--- config.mk ---
export PLATFORM = sky130hd
export DESIGN_NAME = crossroad1_core_cpu_0_oci_dct_packer
export DESIGN_NICKNAME = d
export VERILOG_FILES = /design/src/rtl/crossroad1_core_oci_pkg.sv /design/src/rtl/crossroad1_core_oci_frame_slot.sv /design/src/rtl/crossroad1_core_cpu_0_oci_dct_packer.sv
export SDC_FILE = /design/constraint.sdc
export NUM_CORES = 1
export LEC_CHECK = 0
export CORE_MARGIN = 2
export CORE_UTILIZATION = 45
export CTS_CLUSTER_DIAMETER = 60
export DETAILED_ROUTE_END_ITERATION = 16
export PLACE_DENSITY = 0.79
export SLEW_MARGIN = 25
export SYNTH_ARGS = -nofsm -noshare
export SYNTH_HDL_FRONTEND = slang
export SYNTH_SLANG_ARGS = --single-unit
--- constraint.sdc ---
create_clock -name clk -period 3 [get_ports clk]
set_input_delay 0.3 -clock clk [delete_from_list [all_inputs] [get_ports clk]]
set_output_delay 0.3 -clock clk [all_outputs]
set_load 0.005 [all_outputs]
--- src/rtl/crossroad1_core_oci_pkg.sv ---
// Shared on-chip-instruction-trace definitions: DCT record codes, frame widths
// and the packed frame payload carried by the output slot.
package crossroad1_core_oci_pkg;

   localparam int DCT_BUF_W  = 30;
   localparam int DCT_CNT_W  = 4;
   localparam int DCT_CODE_W = 2;
   localparam int SLOT_W     = DCT_BUF_W + DCT_CNT_W;

   localparam logic [DCT_CODE_W-1:0] DCT_TAKEN     = 2'b01;
   localparam logic [DCT_CODE_W-1:0] DCT_NOT_TAKEN = 2'b10;
   localparam logic [DCT_CODE_W-1:0] DCT_ERET      = 2'b11;

   typedef struct packed {
      logic [DCT_CNT_W-1:0] count;
      logic [DCT_BUF_W-1:0] buffer;
   } dct_frame_t;

   function automatic logic [7:0] sat_inc8(input logic [7:0] value);
      return (value == 8'hFF) ? value : value + 8'd1;
   endfunction

endpackage

--- src/rtl/crossroad1_core_oci_frame_slot.sv ---
// One-entry valid/ready holding register for completed DCT frames; a load
// in the same cycle as a drain refills the slot without a bubble.
module crossroad1_core_oci_frame_slot
   import crossroad1_core_oci_pkg::*;
(
   input  logic       clk,
   input  logic       rst_n,
   input  logic       load,
   input  dct_frame_t load_data,
   input  logic       ready,
   output logic       slot_free,
   output logic       valid,
   output dct_frame_t data
);

   logic       valid_r;
   dct_frame_t data_r;

   assign slot_free = !valid_r || ready;
   assign valid     = valid_r;
   assign data      = data_r;

   // Slot occupancy and payload; payload only changes on load so it stays stable under backpressure.
   always_ff @(posedge clk or negedge rst_n) begin
      if (!rst_n) begin
         valid_r <= 1'b0;
         data_r  <= '{count: 4'd0, buffer: 30'd0};
      end else if (load) begin
         valid_r <= 1'b1;
         data_r  <= load_data;
      end else if (ready) begin
         valid_r <= 1'b0;
      end
   end

endmodule

--- src/rtl/crossroad1_core_cpu_0_oci_dct_packer.sv ---
// Packs 2-bit DCT records into 30-bit trace frames of up to MAX_ENTRIES records
// and hands completed frames to a single-entry valid/ready slot.
module crossroad1_core_cpu_0_oci_dct_packer
   import crossroad1_core_oci_pkg::*;
#(
   parameter int MAX_ENTRIES = 15
)(
   input  logic        clk,
   input  logic        reset_n,
   input  logic        trace_enable,
   input  logic        dct_valid,
   input  logic [1:0]  dct_code,
   input  logic        flush,
   input  logic        frame_ready,
   output logic        frame_valid,
   output logic [29:0] frame_buffer,
   output logic [3:0]  frame_count,
   output logic [29:0] dct_buffer,
   output logic [3:0]  dct_count,
   output logic        overflow,
   output logic [7:0]  drop_count
);

   localparam logic [DCT_CNT_W-1:0] MAX_CNT = DCT_CNT_W'(MAX_ENTRIES);

   logic [DCT_BUF_W-1:0] acc_r;
   logic [DCT_CNT_W-1:0] cnt_r;
   logic                 flush_pending_r;
   logic                 overflow_r;
   logic [7:0]           drop_count_r;

   logic [DCT_BUF_W-1:0] acc_nxt_s;
   logic [DCT_CNT_W-1:0] cnt_nxt_s;
   logic                 drop_s;
   logic                 emit_req_s;
   logic                 emit_s;
   logic                 slot_free_s;
   dct_frame_t           slot_load_s;
   dct_frame_t           slot_data_s;

   // Next accumulator contents and the emit decision for this cycle.
   always_comb begin
      acc_nxt_s  = acc_r;
      cnt_nxt_s  = cnt_r;
      drop_s     = 1'b0;
      if (trace_enable && dct_valid) begin
         if (cnt_r != MAX_CNT) begin
            acc_nxt_s = {acc_r[DCT_BUF_W-3:0], dct_code};
            cnt_nxt_s = cnt_r + 4'd1;
         end else begin
            drop_s = 1'b1;
         end
      end else begin
         drop_s = 1'b0;
      end
      emit_req_s  = trace_enable &&
                    ((cnt_nxt_s == MAX_CNT) ||
                     ((flush || flush_pending_r) && (cnt_nxt_s != 4'd0)));
      emit_s      = emit_req_s && slot_free_s;
      slot_load_s = '{count: cnt_nxt_s, buffer: acc_nxt_s};
   end

   // Accumulator, pending flush and drop bookkeeping; all frozen while tracing is disabled.
   always_ff @(posedge clk or negedge reset_n) begin
      if (!reset_n) begin
         acc_r           <= 30'd0;
         cnt_r           <= 4'd0;
         flush_pending_r <= 1'b0;
         overflow_r      <= 1'b0;
         drop_count_r    <= 8'd0;
      end else begin
         if (emit_s) begin
            acc_r           <= 30'd0;
            cnt_r           <= 4'd0;
            flush_pending_r <= 1'b0;
         end else if (trace_enable) begin
            acc_r <= acc_nxt_s;
            cnt_r <= cnt_nxt_s;
            if (flush && (cnt_nxt_s != 4'd0)) begin
               flush_pending_r <= 1'b1;
            end
         end
         if (drop_s) begin
            overflow_r   <= 1'b1;
            drop_count_r <= sat_inc8(drop_count_r);
         end
      end
   end

   crossroad1_core_oci_frame_slot u_slot (
      .clk       (clk),
      .rst_n     (reset_n),
      .load      (emit_s),
      .load_data (slot_load_s),
      .ready     (frame_ready),
      .slot_free (slot_free_s),
      .valid     (frame_valid),
      .data      (slot_data_s)
   );

   assign frame_buffer = slot_data_s.buffer;
   assign frame_count  = slot_data_s.count;
   assign dct_buffer   = acc_r;
   assign dct_count    = cnt_r;
   assign overflow     = overflow_r;
   assign drop_count   = drop_count_r;

endmodule

==> reports/qor.txt, run 1 <==
Clock Power Share - 25.7%
CP Capture Type - flip-flop
Sink Count - 79
chip height - 92.64 um
DRC violations left - 0
crit path DAT - 2.83 ns
Max Slew Vio Count - 0
cell taking the most area after synthesis - dfrtp_1
failing checks - hold timing
row cnt - 32
VDD IR-drop max - 0.3781 mV
final net count - 409
final hold vios - 18
Syn Std Cell Area - 3536 um^2
Die W - 92.64 um
Yosys top cell area share - 55.91%
Placement Cell Area - 4462 um^2
worst-skew pair later-pin latency - 0.33 ns
Worst Skew - 0.007406 ns
HP Class - input port to async pin
Post-Route Setup TNS - 0 ns
Required @ worst endpoint - 3.23 ns
Vias/cell - 5.042
Critical Path Start Type - flip-flop
crit-path cells - ha_1, and3_4, o21ai_0, o2111ai_2, a31oi_4, buf_12, mux2_2
Avg Cell Area, Syn - 11.26 um^2
PwrDens - 646.6 nW/um^2
top cells by area, synth - dfrtp_1 (56%), mux2_4 (13%), nand2_1 (9.9%)
RSZ-0062 raised after global routing - no
Post-Syn Nets - 324
crit-path max cell delay - 0.48 ns
Max Cap Viol - 0
DR iter-0 viols - 176
switching pwr - 0.0008836 W
I/O Buffers - 85
largest net degree at the start of global routing - 80
Yosys cell types - 39
vias in the first global route - 2559
final wirelength - 7380 um
Int Power - 0.002132 W
vias - 2551
Gate power share - 30.4%
worst-margin pin slew - 0.7096 ns
post-route minimum period - 2.605 ns
most common cell after layout, fill and taps aside - nand2_1
switch share - 29.30%
Num CTS Buffers - 9
first-pass GRT wire length - 12600 um
DIE AREA - 8582 um^2
Post-Syn Instances - 314
fin area - 4664 um^2
Async S/R FF share, synth - 100.0%
Placer Congestion - 0.8027
most frequent cells in the layout - nand2_1 (93), clkdlybuf4s50_1 (84), dfrtp_1 (79), mux2_4 (30), a21oi_1 (30)
Hold-fix buffers, CTS - 0
Placeable Area - 7687 um^2
initial antenna violation count - 0
Routed Antenna Nets - 0
# IOs - 86
Post-CTS Resized - 0
Worst Hold Margin - -0.03802 ns
WL/cell - 14.58 um
CTS tree - yes
total gr overflow - 0
Lkg Pwr - 2.224 nW
prevailing post-synth register cell - dfrtp_1
Synth-to-Final Area Change - 31.92%
Slew headroom - 52.69%
total track usage - 18.68%
Crit-path slowest cell - dfrtp_1
Post-synth EDFFs - 0
CTS H-tree depth - 3
post-CTS setup buffer count - 0
crit path max fanout - 40
HPWL after DPL - 4923 um
layout cell share with drive strength beyond 1 - 14.85%
Clock Pin Slew Worst Setup and Hold Paths - 0.08 ns
initial core utilization - 46.00%
area of the multi-input gates - 1431 um^2
fillers - 651
final core area utilization - 60.68%
Seq/Total Area, Yosys - 55.91%
Flop pwr share - 43.9%
Seq cells post-synth - 79
yosys warns - 0
final setup violation count - 0
Seq. cell area - 1977 um^2
final period utilization - 86.83%
Fmax - 0.3839 GHz
Setup CP Type - flip-flop to flip-flop
root buffer cell - clkbuf_8
drt pass-1 iters - 4
ant diodes - 0
status - finished, violations left
Clock Path Buffers - 2
layout make-up:
type	instances	area share [%]
clock buffer	11	3.031
multi-input combinational	215	30.69
timing repair buffer	90	19.61
clock inverter	5	1.234
sequential	79	42.38
inverter	4	0.3219
tap	102	2.736
per-layer routing:
metal	track usage, %	share of wire [%]	up-vias
met3	4.150	4.5	8
li1	-	-	1233
met4	7.598	1.3	0
met5	0	0	-
met2	27.98	47	73
met1	26.49	47	1237
power by group through the flow:
stage	Combinational (W)	Clock [W]	Sequential (W)
after detailed placement	0.000920	0	0.00134
final	0.000915	0.000775	0.00133
after global routing	0.000996	0.000851	0.00135
after floorplan	0.000563	0	0.00133
after global placement	0.000900	0	0.00133
after CTS	0.000924	0.000797	0.00132
cells by family after synthesis:
| family | share of synthesized area [%] |
|---|---|
| xor+xnor | 1.981 |
| buf+inv | 3.680 |
| simple gates | 15.25 |
| flops | 55.91 |
| fa+ha+maj | 0.7076 |
| mux | 14.86 |
| compound gates | 7.608 |
cells in the mapped netlist, drive strengths merged (2+ instances only):
| cell type | instances |
|---|---|
| nand2 | 93 |
| dfrtp | 79 |
| mux2 | 34 |
| a21oi | 30 |
| buf | 9 |
| nand3 | 9 |
| nor2 | 8 |
| clkbuf | 7 |
| inv | 4 |
| xnor2 | 4 |
| xor2 | 4 |
| a31oi | 3 |
| and3 | 3 |
| mux2i | 3 |
| nand4 | 3 |
| nor2b | 3 |
| ha | 2 |
critical path: cells and delay by family, from the launching register on:
kind                     cells  cell delay, ns
AO/OA/AOI/OAI                3            0.79
flip-flops                   1            0.48
multiplexers                 1            0.36
adder cells (fa/ha/maj)      1            0.33
buffers and inverters        1            0.28
AND/OR/NAND/NOR              1            0.24
path summary, 6_finish.rpt:
check	startpoint	end	slack, ns	cells after the start
worst min register to register	overflow	overflow	0.49	1
min in group clk	overflow	overflow	0.49	1
worst max-delay path	dct_count[0]	u_slot.data[26]	0.40	7
worst max register to register	dct_count[0]	u_slot.data[26]	0.40	7
max in group asynchronous	reset_n	u_slot.data[24]	2.52	1
worst min-delay path	reset_n	u_slot.data[32]	-0.04	1
sequential cells by signal (all words and copies together) (netlist names):
signal and flops:
dct_buffer 30, dct_count 4, drop_count 8, flush_pending_r 1
overflow 1, u_slot.data 34, u_slot.valid 1
per-stage QoR:
step / total power, W / setup WS (ns) / cells / hold WS, ns
6_report: 0.003016 / 0.3950 / 506 / -0.03802
5_1_grt: 0.003195 / 0.2589 / 506 / 0.03254
4_1_cts: 0.003046 / 0.3892 / 506 / 0.1516
3_5_place_dp: 0.002258 / 0.2789 / 490 / 0.4768
3_3_place_gp: 0.002235 / 0.3741 / 490 / 0.4818
2_1_floorplan: 0.001890 / 0.7079 / 314 / 0.004409
(Power assumes the default switching activity.)
==> run 2, diff against run 1 <==
Settings changed: CTS_BUF_LIST set to sky130_fd_sc_hd__clkbuf_8.
==> run 2 against run 1 <==
  * The run still ends with hold timing left
  * Via count decreased by 0.24%
  * First-iteration DRC count increased by 1.7%
  * Hold slack improved by 0.00064 ns
  * Critical path type unchanged
==> reports/qor.txt, run 2 (synthesized netlist as in run 1, its figures left out) <==
root buffer cell - clkbuf_8
DR iter-0 viols - 179 (+1.7%)
CP Capture Type - flip-flop
HPWL after DPL - 4923 um (unchanged)
Vias/cell - 5.030 (-0.24%)
Num CTS Buffers - 9 (unchanged)
PwrDens - 646.0 nW/um^2 (about the same)
Required @ worst endpoint - 3.23 ns (about the same)
Placeable Area - 7687 um^2 (unchanged)
Post-CTS Resized - 0 (unchanged)
DRC violations left - 0 (unchanged)
failing checks - hold timing
crit path DAT - 2.83 ns (about the same)
row cnt - 32 (unchanged)
Max Slew Vio Count - 0 (unchanged)
CTS H-tree depth - 3 (unchanged)
total gr overflow - 0 (unchanged)
first-pass GRT wire length - 12600 um (unchanged)
post-route minimum period - 2.603 ns (-0.002390 ns)
layout cell share with drive strength beyond 1 - 14.85% (unchanged)
Sink Count - 79 (unchanged)
CTS tree - yes
post-CTS setup buffer count - 0 (unchanged)
Placer Congestion - 0.8027 (unchanged)
Fmax - 0.3842 GHz (about the same)
DIE AREA - 8582 um^2 (unchanged)
worst-skew pair later-pin latency - 0.34 ns (about the same)
final wirelength - 7388 um (+0.11%)
chip height - 92.64 um (unchanged)
VDD IR-drop max - 0.3781 mV (about the same)
HP Class - input port to async pin
Critical Path Start Type - flip-flop
final setup violation count - 0 (unchanged)
initial antenna violation count - 0 (unchanged)
final period utilization - 86.75% (about the same)
WL/cell - 14.60 um (+0.11%)
total track usage - 18.68% (unchanged)
crit path max fanout - 40 (unchanged)
Max Cap Viol - 0 (unchanged)
Post-Route Setup TNS - 0 ns (unchanged)
most common cell after layout, fill and taps aside - nand2_1
max reg flops - 34 (unchanged)
Worst Hold Margin - -0.03739 ns (+0.0006357 ns)
worst-margin pin slew - 0.7111 ns (+0.001468 ns)
Tot Pwr - 0.003013 W (about the same)
most frequent cells in the layout - nand2_1 (93), clkdlybuf4s50_1 (84), dfrtp_1 (79), mux2_4 (30), a21oi_1 (30)
final net count - 409 (unchanged)
vias - 2545 (-0.24%)
fillers - 651 (unchanged)
Worst Skew - 0.008153 ns (+0.0007467 ns)
largest net degree at the start of global routing - 80 (unchanged)
drt pass-1 iters - 4 (unchanged)
ant diodes - 0 (unchanged)
Clock Path Buffers - 2 (unchanged)
Routed Antenna Nets - 0 (unchanged)
fin area - 4664 um^2 (unchanged)
reg2reg setup slack - 0.40 ns (about the same)
Placement Cell Area - 4462 um^2 (unchanged)
final hold vios - 18 (unchanged)
# IOs - 86 (unchanged)
Slew headroom - 52.59% (-0.098 points)
Lkg Pwr - 2.228 nW (+0.19%)
Hold-fix buffers, CTS - 0 (unchanged)
Die W - 92.64 um (unchanged)
I/O Buffers - 85 (unchanged)
Setup CP Type - flip-flop to flip-flop
RSZ-0062 raised after global routing - no
initial core utilization - 46.00% (unchanged)
vias in the first global route - 2559 (unchanged)
status - finished, violations left
Clock Pin Slew Worst Setup and Hold Paths - 0.08 ns (about the same)
Synth-to-Final Area Change - 31.92% (unchanged)
run 2: worst paths after layout:
check / start / to / cells past startpoint
min in group clk: overflow / overflow / 1
worst min-delay path: reset_n / u_slot.data[32] / 1
max in group asynchronous: reset_n / u_slot.data[24] / 1
worst min register to register: overflow / overflow / 1
worst max register to register: dct_count[0] / u_slot.data[26] / 7
worst max-delay path: dct_count[0] / u_slot.data[26] / 7
run 2: worst max-delay path, cell delays in order (launching register included):
cell and delay (ns):
dfrtp_1 0.48, ha_1 0.33, and3_4 0.24, o21ai_0 0.27, o2111ai_2 0.21, a31oi_4 0.31, buf_12 0.28, mux2_2 0.36
run 2: final cells by class:
type	count	area [um^2]	area share [%]
sequential	79	1977	42.38
multi-input combinational	215	1431	30.69
timing repair buffer	90	914.6	19.61
clock buffer	10	137.6	2.951
tap	102	127.6	2.736
clock inverter	6	61.31	1.314
inverter	4	15.01	0.3219
run 2: per-stage QoR:
stage,cells,setup slack [ns],utilization (%)
after detailed placement,490,0.2789,58.04
after floorplan,314,0.7079,-
after global placement,490,0.3741,58.04
after global routing,506,0.2589,60.68
after CTS,506,0.3892,60.63
final,506,0.3974,60.68
run 2: where the power goes:
part | internal, W | total (W) | leakage, nW | switching, W
logic | 0.000524 | 0.000915 | 1.05 | 0.000391
registers | 0.00120 | 0.00133 | 1.09 | 0.000123
clock network | 0.000403 | 0.000773 | 0.0957 | 0.000370
run 2: per-layer routing:
metal / track usage [%] / wire (um)
met3: 4.150 / 332
met4: 7.598 / 98
met1: 26.49 / 3512
met2: 27.98 / 3445
met5: 0 / 0
==> run 3, diff against run 2 <==
Settings changed: MAX_ROUTING_LAYER set to met4.
==> run 3 against run 2 <==
  * The run still ends with hold timing left
  * Register-to-register slack hardly changed
  * Clock power about the same
  * Sequential share of layout area is the same
  * Global-route usage increased by 0.45 points
  * Cell area is the same
  * Die area unchanged
  * Routed wire length shrank 0.47%
  * Non-clock buffer count did not move
  * Worst setup slack got worse by 0.0011 ns
  * Count of clock-buffer cells in the layout stayed put
  * Maximum frequency is essentially flat
  * Combinational power about the same
  * Largest power group unchanged
  * Highest routed layer unchanged
==> reports/qor.txt, run 3 (synthesized netlist as in run 1, its figures left out) <==
status - finished, violations left
failing checks - hold timing
DRC violations left - 0 (unchanged)
Clock Path Buffers - 2 (unchanged)
Required @ worst endpoint - 3.23 ns (about the same)
# IOs - 86 (unchanged)
Clock Pin Slew Worst Setup and Hold Paths - 0.08 ns (about the same)
CP delay by family, top - compound AO/OA/AOI/OAI gates
CTS tree - yes
final net count - 409 (unchanged)
total track usage - 19.13% (+0.45 points)
Vias/cell - 5.043 (+0.28%)
Hold-fix buffers, CTS - 0 (unchanged)
I/O Buffers - 85 (unchanged)
Crit-path slowest cell - dfrtp_1
max reg flops - 34 (unchanged)
chip height - 92.64 um (unchanged)
GRT busiest layer - met2
final core area utilization - 60.68% (unchanged)
DR iter-0 viols - 181 (+1.1%)
final hold vios - 19 (+1)
post-route minimum period - 2.604 ns (+0.001102 ns)
row cnt - 32 (unchanged)
worst r2r path cells - 7 (unchanged)
DIE AREA - 8582 um^2 (unchanged)
vias in the first global route - 2555 (-0.16%)
worst-skew pair later-pin latency - 0.33 ns (about the same)
total gr overflow - 0 (unchanged)
Post-CTS Resized - 0 (unchanged)
VDD IR-drop max - 0.3776 mV (-0.14%)
Worst Hold Margin - -0.03429 ns (+0.003097 ns)
Routed Antenna Nets - 0 (unchanged)
Max Slew Vio Count - 0 (unchanged)
Worst Skew - 0.007470 ns (-0.0006828 ns)
initial core utilization - 46.00% (unchanged)
ant diodes - 0 (unchanged)
most common cell after layout, fill and taps aside - nand2_1
Fmax - 0.3841 GHz (about the same)
reg2reg setup slack - 0.40 ns (about the same)
M2 GR Usage - 27.86% (-0.12 points)
Setup CP Type - flip-flop to flip-flop
final setup violation count - 0 (unchanged)
worst-margin pin slew - 0.7056 ns (-0.005512 ns)
CP Capture Type - flip-flop
Max Cap Viol - 0 (unchanged)
WL/cell - 14.53 um (-0.47%)
drt pass-1 iters - 6 (+2)
most frequent cells in the layout - nand2_1 (93), clkdlybuf4s50_1 (84), dfrtp_1 (79), mux2_4 (30), a21oi_1 (30)
Synth-to-Final Area Change - 31.92% (unchanged)
Lkg Pwr - 2.228 nW (unchanged)
crit path DAT - 2.83 ns (about the same)
layout cell share with drive strength beyond 1 - 14.85% (unchanged)
Critical Path Start Type - flip-flop
reg2reg end - u_slot.data[26]
R2R Path Start - dct_count[0]
Slew headroom - 52.96% (+0.37 points)
crit path max fanout - 40 (unchanged)
Post-Route Setup TNS - 0 ns (unchanged)
final period utilization - 86.79% (about the same)
M3 GR Usage - 3.662% (-0.49 points)
largest net degree at the start of global routing - 80 (unchanged)
crit-path max cell delay - 0.48 ns (about the same)
final wirelength - 7353 um (-0.47%)
Placeable Area - 7687 um^2 (unchanged)
first-pass GRT wire length - 12580 um (-0.17%)
HP Class - input port to async pin
RSZ-0062 raised after global routing - no
initial antenna violation count - 0 (unchanged)
met1 Use GR - 26.71% (+0.22 points)
worst path bufs/invs - 1 (unchanged)
root buffer cell - clkbuf_8
Sink Count - 79 (unchanged)
PwrDens - 645.6 nW/um^2 (about the same)
CTS H-tree depth - 3 (unchanged)
Num CTS Buffers - 9 (unchanged)
Placer Congestion - 0.8144 (+1.5%)
post-CTS setup buffer count - 0 (unchanged)
HPWL after DPL - 4923 um (unchanged)
Die W - 92.64 um (unchanged)
crit-path cells - ha_1, and3_4, o21ai_0, o2111ai_2, a31oi_4, buf_12, mux2_2
vias - 2552 (+0.28%)
[run 3: cell counts in the layout (fill, tap and decap cells not counted)]
No cell type changed its count.
[run 3: power by group]
group	total (W)	switching, W	internal (W)
registers	0.00132	0.000122	0.00120
clock network	0.000772	0.000370	0.000403
logic	0.000915	0.000391	0.000524
[run 3: layer usage]
metal / vias up / share of wire, %
li1: 1233 / -
met1: 1238 / 47
met2: 73 / 48
met3: 8 / 4.2
met4: 0 / 1.2
met5: - / 0
[run 3: final cells by class]
class	count	area (um^2)
clock buffers	10	137.6
clock inverters	6	61.31
fillers	651	3023
inverters	4	15.01
multi-input cells	215	1431
flip-flops and latches	79	1977
well taps	102	127.6
repair buffers	90	914.6
[run 3: worst max-delay path by stage]
stage	start	end	slack [ns]	cells past startpoint
6_report	dct_count[0]	u_slot.data[26]	0.40	7
5_1_grt	dct_count[0]	u_slot.data[26]	0.26	7
4_1_cts	dct_count[0]	u_slot.data[26]	0.39	7
3_5_place_dp	dct_valid	u_slot.data[26]	0.28	7
3_3_place_gp	dct_valid	u_slot.data[26]	0.37	7
2_1_floorplan	dct_count[0]	u_slot.data[0]	0.71	7
[run 3: through the flow]
step / setup slack [ns] / std cells / hold slack [ns] / total power [W] / area (um^2)
finish: 0.3963 / 506 / -0.03429 / 0.003011 / 4664
global route: 0.2589 / 506 / 0.03523 / 0.003189 / 4664
CTS: 0.3892 / 506 / 0.1516 / 0.003043 / 4661
detailed placement: 0.2789 / 490 / 0.4768 / 0.002258 / 4462
global placement: 0.3741 / 490 / 0.4818 / 0.002235 / 4462
floorplan: 0.7079 / 314 / 0.004409 / 0.001890 / 3536
